[src/rtl/instruction_cache_pkg.sv]
// Shared types and widths for the direct-mapped instruction cache.
package instruction_cache_pkg;

  localparam int RAM_ADDR_WIDTH = 18;
  localparam int INST_WIDTH     = 32;

  typedef enum logic {
    IDLE = 1'b0,
    MISS = 1'b1
  } icache_state_t;

endpackage

[src/rtl/icache_line_array.sv]
// Valid/tag/data storage: combinational read, one synchronous write, reset clears valid bits.
module icache_line_array
  import instruction_cache_pkg::*;
#(
  parameter int INDEX_WIDTH = 6,
  parameter int TAG_WIDTH   = RAM_ADDR_WIDTH - 2 - INDEX_WIDTH
) (
  input  logic                   clk_in,
  input  logic                   rst_in,
  input  logic [INDEX_WIDTH-1:0] rd_index,
  output logic                   rd_valid,
  output logic [TAG_WIDTH-1:0]   rd_tag,
  output logic [INST_WIDTH-1:0]  rd_data,
  input  logic                   wr_en,
  input  logic [INDEX_WIDTH-1:0] wr_index,
  input  logic [TAG_WIDTH-1:0]   wr_tag,
  input  logic [INST_WIDTH-1:0]  wr_data
);

  localparam int LINES = 1 << INDEX_WIDTH;

  logic [LINES-1:0]      valid_q;
  logic [TAG_WIDTH-1:0]  tag_q  [LINES];
  logic [INST_WIDTH-1:0] data_q [LINES];

  assign rd_valid = valid_q[rd_index];
  assign rd_tag   = tag_q[rd_index];
  assign rd_data  = data_q[rd_index];

  always_ff @(posedge clk_in) begin
    if (rst_in) begin
      valid_q <= '0;
    end else if (wr_en) begin
      valid_q[wr_index] <= 1'b1;
    end
  end

  // Tag and data need no reset: they are only trusted behind a valid bit.
  always_ff @(posedge clk_in) begin
    if (wr_en) begin
      tag_q[wr_index]  <= wr_tag;
      data_q[wr_index] <= wr_data;
    end
  end

endmodule

[src/rtl/instruction_cache.sv]
// Direct-mapped, one-word-per-line instruction cache with IDLE/MISS FSM.
// Optional ICACHE_PERF_EN adds hit_count/miss_count outputs.
// Handshake: fetch_en is held by IF until the one-cycle inst_ready pulse;
// icache_query_en is held until the one-cycle icache_block_en pulse.
module instruction_cache
  import instruction_cache_pkg::*;
#(
  parameter int INDEX_WIDTH = 6
) (
  input  logic                  clk_in,
  input  logic                  rst_in,
  input  logic                  rdy_in,
  input  logic                  flush_signal,
  input  logic                  fetch_en,
  input  logic [31:0]           fetch_addr,
  output logic                  inst_ready,
  output logic [INST_WIDTH-1:0] inst_data,
  output logic                  icache_query_en,
  output logic [31:0]           head_addr,
  input  logic                  icache_block_en,
  input  logic [INST_WIDTH-1:0] icache_block_data,
`ifdef ICACHE_PERF_EN
  output logic [31:0]           hit_count,
  output logic [31:0]           miss_count,
`endif
  output icache_state_t         state_dbg
);

  localparam int TAG_WIDTH = RAM_ADDR_WIDTH - 2 - INDEX_WIDTH;

  icache_state_t          state_q, state_d;
  logic                   ready_d;
  logic [INST_WIDTH-1:0]  data_d;
  logic                   query_d;
  logic [31:0]            head_d;
  logic [INDEX_WIDTH-1:0] miss_index_q, miss_index_d;
  logic [TAG_WIDTH-1:0]   miss_tag_q, miss_tag_d;
  logic                   wr_req;
  logic                   hit_inc;
  logic                   miss_inc;

  logic [INDEX_WIDTH-1:0] fetch_index;
  logic [TAG_WIDTH-1:0]   fetch_tag;
  logic                   rd_valid;
  logic [TAG_WIDTH-1:0]   rd_tag;
  logic [INST_WIDTH-1:0]  rd_data;
  logic                   unused_addr_bits;

  assign fetch_index      = fetch_addr[INDEX_WIDTH+1:2];
  assign fetch_tag        = fetch_addr[RAM_ADDR_WIDTH-1:INDEX_WIDTH+2];
  assign unused_addr_bits = ^fetch_addr[1:0];
  assign state_dbg        = state_q;

  icache_line_array #(
    .INDEX_WIDTH (INDEX_WIDTH),
    .TAG_WIDTH   (TAG_WIDTH)
  ) u_lines (
    .clk_in   (clk_in),
    .rst_in   (rst_in),
    .rd_index (fetch_index),
    .rd_valid (rd_valid),
    .rd_tag   (rd_tag),
    .rd_data  (rd_data),
    .wr_en    (wr_req & rdy_in),
    .wr_index (miss_index_q),
    .wr_tag   (miss_tag_q),
    .wr_data  (icache_block_data)
  );

  always_comb begin
    state_d      = state_q;
    ready_d      = 1'b0;
    data_d       = inst_data;
    query_d      = icache_query_en;
    head_d       = head_addr;
    miss_index_d = miss_index_q;
    miss_tag_d   = miss_tag_q;
    wr_req       = 1'b0;
    hit_inc      = 1'b0;
    miss_inc     = 1'b0;
    if (flush_signal) begin
      // Flush wins over a coincident block return; the fill is dropped.
      state_d = IDLE;
      query_d = 1'b0;
    end else begin
      case (state_q)
        IDLE: begin
          if (fetch_en && !inst_ready) begin
            if (rd_valid && (rd_tag == fetch_tag)) begin
              data_d  = rd_data;
              ready_d = 1'b1;
              hit_inc = 1'b1;
            end else begin
              miss_index_d = fetch_index;
              miss_tag_d   = fetch_tag;
              head_d       = {fetch_addr[31:2], 2'b00};
              query_d      = 1'b1;
              state_d      = MISS;
              miss_inc     = 1'b1;
            end
          end
        end
        MISS: begin
          if (icache_block_en) begin
            wr_req  = 1'b1;
            data_d  = icache_block_data;
            ready_d = 1'b1;
            query_d = 1'b0;
            state_d = IDLE;
          end
        end
        default: state_d = IDLE;
      endcase
    end
  end

  always_ff @(posedge clk_in) begin
    if (rst_in) begin
      state_q         <= IDLE;
      inst_ready      <= 1'b0;
      inst_data       <= '0;
      icache_query_en <= 1'b0;
      head_addr       <= '0;
      miss_index_q    <= '0;
      miss_tag_q      <= '0;
    end else if (rdy_in) begin
      state_q         <= state_d;
      inst_ready      <= ready_d;
      inst_data       <= data_d;
      icache_query_en <= query_d;
      head_addr       <= head_d;
      miss_index_q    <= miss_index_d;
      miss_tag_q      <= miss_tag_d;
    end
  end

`ifdef ICACHE_PERF_EN
  always_ff @(posedge clk_in) begin
    if (rst_in) begin
      hit_count  <= '0;
      miss_count <= '0;
    end else if (rdy_in) begin
      if (hit_inc)  hit_count  <= hit_count + 32'd1;
      if (miss_inc) miss_count <= miss_count + 32'd1;
    end
  end
`else
  logic unused_perf;
  assign unused_perf = hit_inc ^ miss_inc;
`endif

endmodule

[config.mk]
export PLATFORM = sky130hd
export DESIGN_NAME = instruction_cache
export DESIGN_NICKNAME = d
export VERILOG_FILES = /design/src/rtl/instruction_cache_pkg.sv /design/src/rtl/icache_line_array.sv /design/src/rtl/instruction_cache.sv
export SDC_FILE = /design/constraint.sdc
export NUM_CORES = 2
export LEC_CHECK = 0
export ABC_AREA = 1
export ABC_CLOCK_PERIOD_IN_PS = 5000
export CELL_PAD_IN_SITES_DETAIL_PLACEMENT = 1
export CELL_PAD_IN_SITES_GLOBAL_PLACEMENT = 2
export CORE_MARGIN = 3
export CORE_UTILIZATION = 40
export CTS_CLUSTER_DIAMETER = 30
export DETAILED_ROUTE_END_ITERATION = 7
export PLACE_DENSITY = 0.77
export SLEW_MARGIN = 0
export SYNTH_ARGS = -nofsm -noshare
export SYNTH_HDL_FRONTEND = slang
export SYNTH_SLANG_ARGS = --single-unit
[constraint.sdc]
create_clock -name clk_in -period 5 [get_ports clk_in]
set_input_delay 1.25 -clock clk_in [delete_from_list [all_inputs] [get_ports clk_in]]
set_output_delay 1.25 -clock clk_in [all_outputs]
set_load 0.01 [all_outputs]
==> results by group <==
Status
  • Run status: complete, no violations

Setup path
  • Crit path required time: 5.83 ns
  • Setup CP Type: input pin to flip-flop
  • Worst endpoint data arrival time: 4.69 ns
  • Worst path buffer plus inverter count: 5
  • Family of cells with the greatest summed delay on the critical path: buffers and inverters
  • Critical path startpoint category: input pin
  • Cells along the critical path: buf_8 -> inv_8 -> buf_12 -> buf_12 -> buf_4 -> o21ai_0 -> o221ai_1 -> nand3_1 -> nand3_1 -> o21ai_0 -> nand2_1 -> nand3_1 -> nand2_1 -> nor2_1 -> nor2_1
  • Setup crit end kind: flip-flop
  • Most numerous cell on the critical path: sky130_fd_sc_hd__nand3_1
  • Largest stage delay, worst path: 0.39 ns
  • Critical path depth: 15
  • Max stage delay cell, worst path: sky130_fd_sc_hd__buf_12
  • Depth of the most critical reg-to-reg path: 9
  • Peak fanout along the critical path: 71

Power
  • Cell-internal power: 52.3 mW
  • Cell Pwr Density: 487 nW/um^2
  • Clock power frac: 57.1%
  • Switching Fraction: 22.3%
  • Power share of the sequential group: 38.5%
  • Power share of the combinational group: 4.4%
  • Peak ir drop on the vdd network: 0.337 mV
  • Power dissipated by switching net loads: 15.0 mW
  • Leakage power figure: 46.4 nW

Clock network
  • Htree depth: 6
  • Clock transition at the registers of the reported paths: 0.04 ns
  • Sinks on Clock Net: 2817
  • Clock latency reported for the late side of the worst-skew pair: 0.94 ns
  • Inserted Clock Buffers: 568
  • Post-CTS Resized: 0
  • # hold bufs at CTS: 0
  • Cell at the root of the clock tree: sky130_fd_sc_hd__clkbuf_16
  • CTS tree: built
  • Setup bufs post-CTS: 0
  • Max Buffers Root-to-Sink: 4

Placement
  • Half-perimeter wire length of the detailed placement result: 214000 um
  • Cell Area, Placed: 119000 sq um
  • Post-placement setup slack: 0.319 ns
  • RePlAce Congestion: 0.786
  • Buffers added on ports: 132

Logic synthesis
  • Area share of fa/ha/maj cells after synthesis: 0%
  • Synth Area in XOR/XNOR: 0%
  • Syn Area/Cell: 12.6 sq um
  • Multiplexer share of the synthesized area: 0.0180%
  • Mapped Cells: 8805
  • Cell area after technology mapping: 111000 sq um
  • Combinational family with the most area after synthesis: simple AND/OR/NAND/NOR gates
  • Complex-gate fraction of the synthesized area: 9.82%
  • Number of unique standard cell types used by synthesis: 37
  • Post-synthesis share of cell area spent on and, or, nand and nor gates: 12.2%
  • Register area share after synthesis: 75.1%
  • #FFs+latches synth: 2817
  • Count of synthesis-stage warnings from yosys: 0

Min path
  • Number of cells traversed by the worst hold path: 2
  • Worst hold-check path type: flip-flop to flip-flop

Floorplan
  • Row cnt: 192
  • Area enclosed by the die boundary: 284000 sq um
  • Floorplan die height: 533 um
  • Die extent in x: 533 um
  • Starting density of the core: 40.4%
  • Number of I/O pins: 137
  • Placeable core region: 275000 sq um

Global route
  • Aggregate global routing overflow: 0
  • Maximum number of pins on one net before global-route repair: 117
  • All-Layer GR Usage: 28.5%
  • Wire length of the first global-routing pass: 592000 um
  • Vias in the first global route: 84000
  • Antenna violations before repair: 18

Route
  • Remaining routing DRC violations: 0
  • ANT nets after route: 0
  • Detailed Route WL: 418000 um
  • Sum of met2 wire segment lengths after detailed routing: 198000 um
  • Via count normalized by instance count: 6.06
  • Wire length on met3: 37600 um
  • Detailed-route wire length per cell: 31.2 um
  • DR pass1 iterations: 6
  • Total number of vias: 81100
  • WL met1: 164000 um
  • Uppermost layer routed: met5
  • Number of violations reported at the end of detailed-routing iteration 0: 9935

Layout
  • Layout cells sized above 1: 14.0%
  • Non-Filler Cell Area, Final: 138000 sq um
  • Final design utilization: 50.2%
  • NumNets Final: 9303
  • Commonest cells after routing, fill and taps aside: sky130_fd_sc_hd__edfxtp_1, sky130_fd_sc_hd__nor2_1, sky130_fd_sc_hd__o21ai_0, sky130_fd_sc_hd__nand2_1, sky130_fd_sc_hd__nand3_1
  • Area growth from synthesis to layout: 24.5%
  • Leading cell type in the layout, fill and taps excluded: sky130_fd_sc_hd__edfxtp_1

Timing
  • Post-Route Setup TNS: 0 ns
  • Worst slew margin relative to its limit: 18.2%
  • Clock skew: 0.0584 ns
  • Max frequency: 0.259 GHz
  • Setup repair after global routing missed its margin: no
  • Pin slew with the least headroom to its limit: 1.23 ns
  • Setup ws final: 1.14 ns
  • Final Slew Violations: 0
  • Final hold violation count: 0
  • Crit share post-route: 77.3%
  • Setup violation total in the final timing report: 0
  • Worst hold slack across all endpoints: 0.459 ns
  • Min cycle time layout: 3.86 ns

Flow run
  • Max-Cap Viols: 0
-- power groups by stage --
stage	registers, mW	logic, mW	clock network (mW)
global placement	26.3	2.79	0
detailed placement	26.3	2.88	0
finish	25.9	2.96	38.4
global route	25.9	3.18	39.9
floorplan	26.3	1.51	0
CTS	25.9	2.93	38.7
-- final cells by class --
cell class / instances / area, sq um
antenna: 3 / 7.51
inverter: 80 / 340
timing repair buffer: 494 / 5430
clock buffer: 687 / 15000
clock inverter: 340 / 4370
sequential: 2817 / 83300
tap: 3686 / 4610
multi-input combinational: 5272 / 25000
fill: 27500 / 137000
-- Yosys cell counts (all sizes together) --
master / instances / area share [%]
o21bai: 2 / 0.014
o311ai: 1 / 0.0079
conb: 1 / 0.0034
o221ai: 110 / 0.87
or2: 5 / 0.028
a211oi: 1 / 0.0068
clkinv: 1 / 0.0034
dfxtp: 129 / 2.3
o21ai: 1256 / 5.7
o211ai: 31 / 0.21
mux2i: 2 / 0.018
o22ai: 470 / 2.7
and3: 1 / 0.0056
a21boi: 1 / 0.0068
inv: 79 / 0.27
nand3b: 5 / 0.034
nand2: 964 / 3.3
a31oi: 11 / 0.062
nor2: 1540 / 5.2
buf: 259 / 1.3
nor3: 9 / 0.041
nand3: 776 / 3.5
nand4: 25 / 0.14
o32ai: 16 / 0.13
edfxtp: 2688 / 73
o31ai: 1 / 0.0068
a21oi: 43 / 0.19
clkbuf: 378 / 1.3
-- path summary, 6_finish.rpt --
kind	start	end	slack, ns
setup reg to reg	state_dbg	inst_data[29]	2.15
hold reg to reg	head_addr[26]	head_addr[26]	0.46
setup / recovery	fetch_addr[2]	inst_data[19]	1.14
hold / removal	head_addr[26]	head_addr[26]	0.46
-- logic make-up after synthesis --
| logic type | Yosys count |
|---|---|
| AND/OR/NAND/NOR | 3325 |
| flip-flops | 2817 |
| other | 1 |
| multiplexers | 2 |
| buffers and inverters | 717 |
| AO/OA/AOI/OAI | 1943 |
-- metrics by stage --
stage / std cells / total power, mW
floorplan: 8806 / 27.8
global placement: 12300 / 29.1
detailed placement: 12300 / 29.2
CTS: 13400 / 67.5
global route: 13400 / 68.9
finish: 13400 / 67.2
-- sequential cells by signal (all words and copies together) (netlist names) --
| signal | count |
|---|---|
| icache_query_en | 1 |
| inst_data | 32 |
| head_addr | 16 |
| u_lines.tag_q | 640 |
| inst_ready | 1 |
| u_lines.valid_q | 64 |
| state_dbg | 1 |
| u_lines.data_q | 2048 |
| miss_tag_q | 9 |
| miss_index_q | 5 |
-- worst min-delay path, cell delays in order, from the launching register on --
cell and delay, ns:
sky130_fd_sc_hd__dfxtp_1 0.30, sky130_fd_sc_hd__nand2_1 0.06, sky130_fd_sc_hd__a21oi_1 0.05
-- layer usage --
metal	vias up	global-route usage [%]
li1	33500	-
met3	1005	5.11
met5	-	0
met1	42300	37.8
met2	4316	46.4
met4	6	12.0
Power figures use the tool's default switching activity.
